==> src/rtl/cursor_ctrl.sv <==
// Tic-tac-toe board cursor: tracks the selected cell from button pulses, runs the
// blink/reject/lock sequencing, and issues move requests to the game logic.
module cursor_ctrl #(
  parameter int H0            = 0,
  parameter int V0            = 0,
  parameter int CELL_W        = 213,
  parameter int CELL_H        = 160,
  parameter int BLINK_FRAMES  = 15,
  parameter int REJECT_FRAMES = 30
) (
  input  logic        clk,
  input  logic        rst_n,
  input  logic        frame_tick,
  input  logic        btn_up,
  input  logic        btn_down,
  input  logic        btn_left,
  input  logic        btn_right,
  input  logic        btn_sel,
  input  logic [8:0]  cell_occupied,
  input  logic        lock,
  input  logic        place_ack,
  output logic        place_req,
  output logic [3:0]  place_idx,
  output logic [3:0]  cur_idx,
  output logic [10:0] hmin,
  output logic [10:0] vmin,
  output logic        cur_en
);

  localparam int CNT_W = 8;

  typedef enum logic [1:0] {S_IDLE, S_PLACE, S_REJECT, S_LOCK} state_t;

  state_t             state_q, state_d;
  logic [3:0]         cur_idx_q, cur_idx_d;
  logic [3:0]         place_idx_q, place_idx_d;
  logic               place_req_q, place_req_d;
  logic               phase_q, phase_d;
  logic [CNT_W-1:0]   cnt_q, cnt_d;
  logic [10:0]        hmin_q, vmin_q;
  logic               cur_en_q;

  logic [1:0]         row, col;
  logic [10:0]        tgt_x, tgt_y;
  logic               en_int;
  logic [3:0]         mv_idx;
  logic               any_move;

  always_comb begin
    row = 2'd0;
    if (cur_idx_q >= 4'd6)      row = 2'd2;
    else if (cur_idx_q >= 4'd3) row = 2'd1;
    col   = 2'(cur_idx_q - 4'(row) * 4'd3);
    tgt_x = 11'(H0 + int'(col) * CELL_W);
    tgt_y = 11'(V0 + int'(row) * CELL_H);
  end

  // Moves wrap inside the current row/column; priority up > down > left > right.
  always_comb begin
    mv_idx   = cur_idx_q;
    any_move = btn_up | btn_down | btn_left | btn_right;
    if (btn_up)         mv_idx = (row == 2'd0) ? cur_idx_q + 4'd6 : cur_idx_q - 4'd3;
    else if (btn_down)  mv_idx = (row == 2'd2) ? cur_idx_q - 4'd6 : cur_idx_q + 4'd3;
    else if (btn_left)  mv_idx = (col == 2'd0) ? cur_idx_q + 4'd2 : cur_idx_q - 4'd1;
    else if (btn_right) mv_idx = (col == 2'd2) ? cur_idx_q - 4'd2 : cur_idx_q + 4'd1;
  end

  always_comb begin
    en_int = 1'b0;
    case (state_q)
      S_IDLE:   en_int = phase_q;
      S_PLACE:  en_int = 1'b1;
      S_REJECT: en_int = phase_q;
      default:  en_int = 1'b0;
    endcase
  end

  // Request handshake: place_req rises with place_idx valid and both hold until
  // place_ack is sampled high; place_req drops on the following edge.
  always_comb begin
    state_d     = state_q;
    cur_idx_d   = cur_idx_q;
    place_idx_d = place_idx_q;
    place_req_d = place_req_q;
    phase_d     = phase_q;
    cnt_d       = cnt_q;
    case (state_q)
      S_IDLE: begin
        if (lock) begin
          state_d = S_LOCK;
        end else if (btn_sel) begin
          if (cell_occupied[cur_idx_q]) begin
            state_d = S_REJECT;
            cnt_d   = '0;
          end else begin
            state_d     = S_PLACE;
            place_idx_d = cur_idx_q;
            place_req_d = 1'b1;
          end
        end else if (any_move) begin
          cur_idx_d = mv_idx;
          phase_d   = 1'b1;
          cnt_d     = '0;
        end else if (frame_tick) begin
          if (cnt_q == CNT_W'(BLINK_FRAMES - 1)) begin
            cnt_d   = '0;
            phase_d = ~phase_q;
          end else begin
            cnt_d = cnt_q + 8'd1;
          end
        end
      end
      S_PLACE: begin
        if (place_ack && place_req_q) begin
          place_req_d = 1'b0;
          if (lock) begin
            state_d = S_LOCK;
          end else begin
            state_d = S_IDLE;
            phase_d = 1'b1;
            cnt_d   = '0;
          end
        end
      end
      S_REJECT: begin
        if (lock) begin
          state_d = S_LOCK;
        end else if (frame_tick) begin
          if (cnt_q == CNT_W'(REJECT_FRAMES - 1)) begin
            state_d = S_IDLE;
            phase_d = 1'b1;
            cnt_d   = '0;
          end else begin
            phase_d = ~phase_q;
            cnt_d   = cnt_q + 8'd1;
          end
        end
      end
      default: begin
        if (!lock) begin
          state_d = S_IDLE;
          phase_d = 1'b1;
          cnt_d   = '0;
        end
      end
    endcase
  end

  always_ff @(posedge clk or negedge rst_n) begin
    if (!rst_n) begin
      state_q     <= S_IDLE;
      cur_idx_q   <= 4'd4;
      place_idx_q <= 4'd0;
      place_req_q <= 1'b0;
      phase_q     <= 1'b1;
      cnt_q       <= '0;
    end else begin
      state_q     <= state_d;
      cur_idx_q   <= cur_idx_d;
      place_idx_q <= place_idx_d;
      place_req_q <= place_req_d;
      phase_q     <= phase_d;
      cnt_q       <= cnt_d;
    end
  end

  // Display registers sample the pre-update targets, so a move on a tick shows next frame.
  always_ff @(posedge clk or negedge rst_n) begin
    if (!rst_n) begin
      hmin_q   <= 11'(H0 + CELL_W);
      vmin_q   <= 11'(V0 + CELL_H);
      cur_en_q <= 1'b0;
    end else if (frame_tick) begin
      hmin_q   <= tgt_x;
      vmin_q   <= tgt_y;
      cur_en_q <= en_int;
    end
  end

  assign place_req = place_req_q;
  assign place_idx = place_idx_q;
  assign cur_idx   = cur_idx_q;
  assign hmin      = hmin_q;
  assign vmin      = vmin_q;
  assign cur_en    = cur_en_q;

endmodule
==> config.mk <==
export PLATFORM = sky130hd
export DESIGN_NAME = cursor_ctrl
export DESIGN_NICKNAME = d
export VERILOG_FILES = /design/src/rtl/cursor_ctrl.sv
export SDC_FILE = /design/constraint.sdc
export NUM_CORES = 1
export LEC_CHECK = 0
export CAP_MARGIN = 5
export CORE_ASPECT_RATIO = 0.8
export CORE_UTILIZATION = 45
export CTS_BUF_LIST = sky130_fd_sc_hd__clkbuf_16
export DETAILED_ROUTE_END_ITERATION = 8
export PLACE_DENSITY = 0.68
export SLEW_MARGIN = 20
export SYNTH_ARGS = -nofsm -noshare
export SYNTH_HDL_FRONTEND = slang
export SYNTH_SLANG_ARGS = --single-unit
==> constraint.sdc <==
create_clock -name clk -period 7.65 [get_ports clk]
set_input_delay 1.53 -clock clk [delete_from_list [all_inputs] [get_ports clk]]
set_output_delay 1.53 -clock clk [all_outputs]
set_load 0.01 [all_outputs]
==> impl_results.md, run 1 <==
- Relative slew margins: 59.69%
- Number of hold violations in the final report: 0
- Post-CTS Repair Setup Buffers: 0
- Met2 routed WL: 2187 µm
- Largest buffer count on any clock path: 2
- Start-to-end type of the worst setup path: reg2reg
- Resized cells post-CTS: 0
- Largest net degree at the start of global routing: 29
- Number of nets in the final layout: 312
- Post-Place Worst Slack: 3.784 ns
- Post-Synthesis Cell Area: 0.002296 mm²
- Global route overflow: 0
- Fraction of final layout cells sized beyond drive strength 1: 10.58%
- # H-tree levels: 1
- Clock insertion delay at the later pin of the skew report: 0.26 ns
- Unrepaired setup endpoints after global routing: false
- Switching share of total power: 41.41%
- Number of nets with antenna violations after detailed routing: 0
- Period Utilization, post-route: 49.13%
- Average instance area after synthesis: 9.333 µm²
- GRT Total Usage: 20.01%
- Die height: 65.89 µm
- Layout-stage area growth over the synthesis result: 19.29%
- Result of the run: completed
- Wire length of the first global-routing pass: 8328 µm
- CP endpoint kind: register
- Origin of the worst setup path: cur_idx[1]
- Total core area: 0.004735 mm²
- Number of flops mapped to enable cells by yosys: 0
- Most frequent cells in the layout: sky130_fd_sc_hd__clkdlybuf4s50_1 (42), sky130_fd_sc_hd__dfrtp_1 (23), sky130_fd_sc_hd__ha_1 (18), sky130_fd_sc_hd__nor2_1 (17), sky130_fd_sc_hd__inv_1 (16)
- Share of power burned in registers: 28.4%
- Max-cap violation count: 0
- Final period demand of the worst path: 3.758 ns
- Highest metal layer used by the detailed router: met4
- Hold crit path type: reg2reg
- TritonCTS clock tree: done
- Quantity of I/O buffers inserted on ports: 42
- Detailed-route via count: 1904
- Worst-path maximum fanout: 17
- Die area: 0.005394 mm²
- Worst-margin pin slew: 0.6028 ns
- Total detailed-routing wirelength: 4991 µm
- Synth Register Bits: 28
- Final WS setup: 3.892 ns
- TritonCTS Sinks: 28
- Finish-stage setup viols: 0
- HP Start: place_idx[2]
- Clock root buffer: sky130_fd_sc_hd__clkbuf_16
- Setup TNS: 0 ns
- Power density relative to cell area: 370.8 mW/mm²
- Vias in the first global route: 1828
- Number of antenna violations at the first check in global routing: 0
- CP required: 7.78 ns
- Number of antenna cells inserted: 0
- Share of synthesized flip-flops with an asynchronous set or reset: 100.0%
- Yosys Warn Count: 0
- Category of the worst setup path launch point: register
- Total internal power: 595.0 µW
- Leak Pwr: 0.001182 µW
- Met3 wire len: 361 µm
- Total clock buffers created by CTS: 3
- Combinational fraction of design power: 60.0%
- Initial core utilization: 48.49%
- Number of DRC markers in iteration 0: 73
- Most common cell after layout, fill and taps aside: sky130_fd_sc_hd__clkdlybuf4s50_1
- Net switching power: 420.6 µW
- Post-detailed-route wirelength per cell: 14.94 µm
- Maximum resistive drop on vdd: 0.2325 mV
- Gate count after technology mapping: 246
- Via density: 5.701
- X dimension of the die: 81.86 µm
- Count of hold-fix buffers inserted at cts: 0
- Post-route met1 wirelength: 2417 µm
- Pins Over Slew Limit: 0
- Crit path DAT: 3.89 ns
- Synth cell types: 56
- Fmax: 266.1 MHz
- Clock transition at the register clock pins on the worst setup and hold paths after CTS: 0.06 ns
- HPWL Detailed: 3692 µm
- IO Count: 51
- Share of the yosys chip area belonging to registers: 30.79%
- Maximum clock skew at final layout: 0.003182 ns
- Clock network fraction of total power: 11.6%
- Count of TritonRoute iterations in the first routing pass: 4
- Startpoint of the worst-slack reg-to-reg timing path: cur_idx[1]
- Main flop type after synthesis: sky130_fd_sc_hd__dfrtp_1
- Row Count: 22
- Placer Congestion: 0.8789
- DRC violations left: 0
## synthesized netlist by cell type, types with 2 or more instances
library cell                count  area (µm²)
sky130_fd_sc_hd__and4_1         2       17.52
sky130_fd_sc_hd__a22oi_1        3       22.52
sky130_fd_sc_hd__dfstp_2        5       131.4
sky130_fd_sc_hd__o21a_1         3       22.52
sky130_fd_sc_hd__a31oi_1        4       25.02
sky130_fd_sc_hd__a211o_1        2       17.52
sky130_fd_sc_hd__nand4_1        2       12.51
sky130_fd_sc_hd__nor3_1         3       15.01
sky130_fd_sc_hd__o211ai_1       8       60.06
sky130_fd_sc_hd__clkbuf_1       6       22.52
sky130_fd_sc_hd__nor2_1        17       63.81
sky130_fd_sc_hd__a21oi_1        8       40.04
sky130_fd_sc_hd__ha_1          18       225.2
sky130_fd_sc_hd__and2_1         4       25.02
sky130_fd_sc_hd__dfrtp_1       23       575.6
sky130_fd_sc_hd__xnor2_1        5       43.79
sky130_fd_sc_hd__nand2_1       14       52.55
sky130_fd_sc_hd__nand3_1        3       15.01
sky130_fd_sc_hd__buf_4         15       112.6
sky130_fd_sc_hd__a41o_1         2       20.02
sky130_fd_sc_hd__a22o_1         2       17.52
sky130_fd_sc_hd__o21ai_0        3       15.01
sky130_fd_sc_hd__mux2i_1        9       90.09
sky130_fd_sc_hd__o31ai_1        2       15.01
sky130_fd_sc_hd__buf_2          3       15.01
sky130_fd_sc_hd__inv_1         16       60.06
sky130_fd_sc_hd__nand2b_1       5       31.28
sky130_fd_sc_hd__nor2b_1        5       31.28
sky130_fd_sc_hd__and3_1         7       43.79
sky130_fd_sc_hd__a211oi_1       6       45.04
sky130_fd_sc_hd__o2bb2ai_1      4       35.03
sky130_fd_sc_hd__mux2_2        12       135.1
sky130_fd_sc_hd__nor3b_1        2       15.01
## logic make-up after synthesis
| group | synth area share (%) |
|---|---|
| compound gates | 19.13 |
| xor+xnor | 1.907 |
| fa+ha+maj | 9.809 |
| buf+inv | 9.809 |
| flops | 30.79 |
| mux | 11.44 |
| other cells | 0.1633 |
| simple gates | 16.95 |
## flip-flops by register name, indices dropped and copies added, names as in the netlist
register / cells
hmin: 5
cur_en: 1
place_req: 1
vmin: 2
state_q: 2
phase_q: 1
place_idx: 4
cur_idx: 4
cnt_q: 8
## power groups by stage
stage	sequential [µW]	combinational, µW	clock [µW]
after floorplan	272	434	0
after global placement	290	600	0
after detailed placement	291	603	0
after CTS	290	609	122
after global routing	300	672	128
final	288	609	118
## worst max-delay path, cell delays in order (launching register included)
cell,delay (ns)
sky130_fd_sc_hd__dfrtp_1,0.60
sky130_fd_sc_hd__ha_1,0.40
sky130_fd_sc_hd__nor2b_1,0.17
sky130_fd_sc_hd__a211oi_2,0.51
sky130_fd_sc_hd__o21a_1,0.21
sky130_fd_sc_hd__ha_1,0.16
sky130_fd_sc_hd__xnor2_1,0.08
sky130_fd_sc_hd__xnor2_1,0.26
sky130_fd_sc_hd__inv_1,0.10
sky130_fd_sc_hd__ha_1,0.28
sky130_fd_sc_hd__and3b_1,0.24
sky130_fd_sc_hd__a211oi_1,0.05
sky130_fd_sc_hd__a31oi_1,0.21
sky130_fd_sc_hd__mux2i_1,0.24
sky130_fd_sc_hd__o211ai_1,0.12
## area by class of cell
class / count / area, µm²
clock inverters: 1 / 3.754
clock buffers: 3 / 75.07
fillers: 428 / 1996
inverters: 16 / 60.06
flip-flops and latches: 28 / 706.9
multi-input cells: 183 / 1390
repair buffers: 43 / 427.9
well taps: 60 / 75.07
## per-layer routing
layer  GRT usage [%]  vias to the layer above
li1                -                      927
met1           27.15                      907
met2           31.82                       68
met3           4.552                        2
met4           5.263                        0
met5               0                        -
## per-stage QoR
stage          util, %  total power, µW  hold WS, ns  instances  area, µm²
3_5_place_dp     56.18            894.3       0.4976        330       2660
5_1_grt          57.85             1100       0.5409        334       2739
6_report         57.85             1016       0.5070        334       2739
4_1_cts          57.85             1021       0.5125        334       2739
2_1_floorplan        -            706.2       0.4761        253       2322
3_3_place_gp     56.18            890.4       0.4913        330       2660
## path summary, 6_finish.rpt
path,to,slack (ns),cells after the start
max,cur_idx[3],3.89,14
min,place_idx[2],0.51,1
min in group asynchronous,place_idx[0],1.66,2
min reg2reg,place_idx[2],0.51,1
max reg2reg,cur_idx[3],3.89,14
max in group asynchronous,vmin[7],5.68,2
Note: power is estimated with default switching activity, not from simulation.
==> run 2, diff against run 1 <==
==> constraint.sdc (replaced) <==
create_clock -name clk -period 3.55 [get_ports clk]
set_input_delay 0.71 -clock clk [delete_from_list [all_inputs] [get_ports clk]]
set_output_delay 0.71 -clock clk [all_outputs]
set_load 0.01 [all_outputs]
==> impl_results.md, run 2 (synthesized netlist as in run 1, its figures left out) <==
- Result of the run: completed
- Clock root buffer: sky130_fd_sc_hd__clkbuf_16
- Crit-path leading delay family: compound AO/OA/AOI/OAI gates
- Maximum clock skew at final layout: 0.005561 ns
- Placer Congestion: 0.9313
- TritonCTS Sinks: 28
- Max stage delay cell, worst path: sky130_fd_sc_hd__dfstp_2
- Power after layout: 2297 µW
- Switching share of total power: 39.88%
- Count of TritonRoute iterations in the first routing pass: 5
- Post-detailed-route wirelength per cell: 14.65 µm
- Quantity of I/O buffers inserted on ports: 42
- Number of DRC markers in iteration 0: 154
- Total internal power: 1381 µW
- Total detailed-routing wirelength: 4968 µm
- HPWL Detailed: 3668 µm
- Largest buffer count on any clock path: 2
- Chain of cells forming the critical path: ha_1 -> nor2b_1 -> a211oi_2 -> o21a_1 -> ha_1 -> xnor2_1 -> xnor2_1 -> inv_1 -> ha_1 -> nor2b_1 -> a211oi_1 -> a211o_1 -> o211a_1 -> xnor2_1
- CP required: 3.74 ns
- Origin of the worst setup path: cur_idx[2]
- Final period demand of the worst path: 3.082 ns
- Clock insertion delay at the later pin of the skew report: 0.27 ns
- Max-cap violation count: 0
- Clock network fraction of total power: 14.8%
- Start-to-end type of the worst setup path: reg2reg
- Category of the worst setup path launch point: register
- Leak Pwr: 0.001219 µW
- Fraction of final layout cells sized beyond drive strength 1: 12.54%
- Crit path DAT: 3.27 ns
- Most frequent cells in the layout: sky130_fd_sc_hd__clkdlybuf4s50_1 (42), sky130_fd_sc_hd__dfrtp_1 (23), sky130_fd_sc_hd__ha_1 (18), sky130_fd_sc_hd__nor2_1 (17), sky130_fd_sc_hd__inv_1 (16)
- Final Hold Slack: 0.5086 ns
- Detailed-route via count: 1877
- Layout-stage area growth over the synthesis result: 22.07%
- Longest individual stage delay on the worst path: 0.53 ns
- Register cell area after layout: 706.9 µm²
- Global route overflow: 0
- Startpoint of the worst-slack reg-to-reg timing path: cur_idx[2]
- Worst hold path stage count: 1
- Unrepaired setup endpoints after global routing: false
- Largest register FFs: 8
- Wire length of the first global-routing pass: 8155 µm
- Total core area: 0.004735 mm²
- Slack of the worst reg-to-reg path: 0.47 ns
- TritonCTS clock tree: done
- Total area of multi-input combinational cells: 0.001390 mm²
- CP endpoint kind: register
- Count of hold-fix buffers inserted at cts: 0
- Pins Over Slew Limit: 0
- Count of cells along the worst register-to-register path: 14
- Combinational fraction of design power: 61.1%
- GRT Total Usage: 19.64%
- Initial core utilization: 48.49%
- Maximum resistive drop on vdd: 0.4622 mV
- Fmax: 324.5 MHz
- Combined buffer and inverter count along the critical path: 1
- DRC violations left: 0
- Vias in the first global route: 1700
- Most common cell after layout, fill and taps aside: sky130_fd_sc_hd__clkdlybuf4s50_1
- HP Start: hmin[8]
- Number of fillers in the final layout: 423
- Clock transition at the register clock pins on the worst setup and hold paths after CTS: 0.07 ns
- Share of power burned in registers: 24.1%
- Period Utilization, post-route: 86.81%
- Worst reg2reg endpoint: cur_idx[0]
- IO Count: 51
- Number of antenna violations at the first check in global routing: 0
- Number of nets with antenna violations after detailed routing: 0
- Number of hold violations in the final report: 0
- Die height: 65.89 µm
- Setup TNS: 0 ns
- X dimension of the die: 81.86 µm
- Register with the most flip-flops: cnt_q
- Finish-stage setup viols: 0
- Power density relative to cell area: 819.6 mW/mm²
- Resized cells post-CTS: 0
- Hold crit path type: reg2reg
- Row Count: 22
- Hold Path Sink: hmin[8]
- Largest net degree at the start of global routing: 29
- Number of nets in the final layout: 317
- Net switching power: 916.0 µW
- Total clock buffers created by CTS: 3
- Via density: 5.537
- # H-tree levels: 1
- Number of antenna cells inserted: 0
- Worst-path maximum fanout: 7
- Post-CTS Repair Setup Buffers: 0
- Die area: 0.005394 mm²
## run 2: final cells by class
cell class | count | share of cell area (%)
multi-input combinational | 183 | 49.60
clock inverter | 1 | 1.071
inverter | 16 | 2.143
clock buffer | 3 | 2.679
sequential | 28 | 25.22
timing repair buffer | 48 | 16.61
tap | 60 | 2.679
## run 2: how the worst max path moves through the flow
stage	endpoint	cells after the start	slack [ns]
2_1_floorplan	cur_idx[3]	14	0.47
3_3_place_gp	cnt_q[1]	6	0.53
3_5_place_dp	cnt_q[1]	6	0.51
4_1_cts	cur_idx[0]	14	0.47
5_1_grt	cur_idx[3]	14	0.25
6_report	cur_idx[0]	14	0.47
## run 2: worst reg2reg max path: stages, from the launching register on
cell and delay (ns):
sky130_fd_sc_hd__dfstp_2 0.53, sky130_fd_sc_hd__ha_1 0.24, sky130_fd_sc_hd__nor2b_1 0.22, sky130_fd_sc_hd__a211oi_2 0.07
sky130_fd_sc_hd__o21a_1 0.14, sky130_fd_sc_hd__ha_1 0.19, sky130_fd_sc_hd__xnor2_1 0.14, sky130_fd_sc_hd__xnor2_1 0.24
sky130_fd_sc_hd__inv_1 0.11, sky130_fd_sc_hd__ha_1 0.28, sky130_fd_sc_hd__nor2b_1 0.16, sky130_fd_sc_hd__a211oi_1 0.26
sky130_fd_sc_hd__a211o_1 0.15, sky130_fd_sc_hd__o211a_1 0.17, sky130_fd_sc_hd__xnor2_1 0.12
## run 2: through the flow
step / util, % / setup WS, ns / instances / instance area (µm²)
after global routing: 59.20 / 0.2479 / 339 / 2803
after CTS: 59.20 / 0.4724 / 339 / 2803
after detailed placement: 56.98 / 0.5063 / 335 / 2698
final: 59.20 / 0.4683 / 339 / 2803
after global placement: 56.98 / 0.5292 / 335 / 2698
after floorplan: - / 0.4660 / 253 / 2322
## run 2: metal layers
metal  up-vias  share of wire (%)  track usage (%)
li1        937                  -                -
met1       863                 52            29.86
met2        72                 40            28.82
met3         5                7.3            4.000
met4         0               0.42            2.632
met5         -                  0                0
## run 2: power by group through the flow
stage               Sequential, µW  Clock (µW)  Combinational, µW
CTS                            554         348               1410
global placement               554           0               1390
global route                   575         364               1560
floorplan                      587           0                935
finish                         553         340               1400
detailed placement             557           0               1400
==> run 3, diff against run 2 <==
--- a/config.mk
+++ b/config.mk
@@ -9,6 +9,7 @@
 export CORE_ASPECT_RATIO = 0.8
 export CORE_UTILIZATION = 45
 export CTS_BUF_LIST = sky130_fd_sc_hd__clkbuf_16
+export CTS_CLUSTER_DIAMETER = 100
 export DETAILED_ROUTE_END_ITERATION = 8
 export PLACE_DENSITY = 0.68
 export SLEW_MARGIN = 20
==> results of run 3 <==
No change in the layout: final DEF, timing and power equal those of run 2.
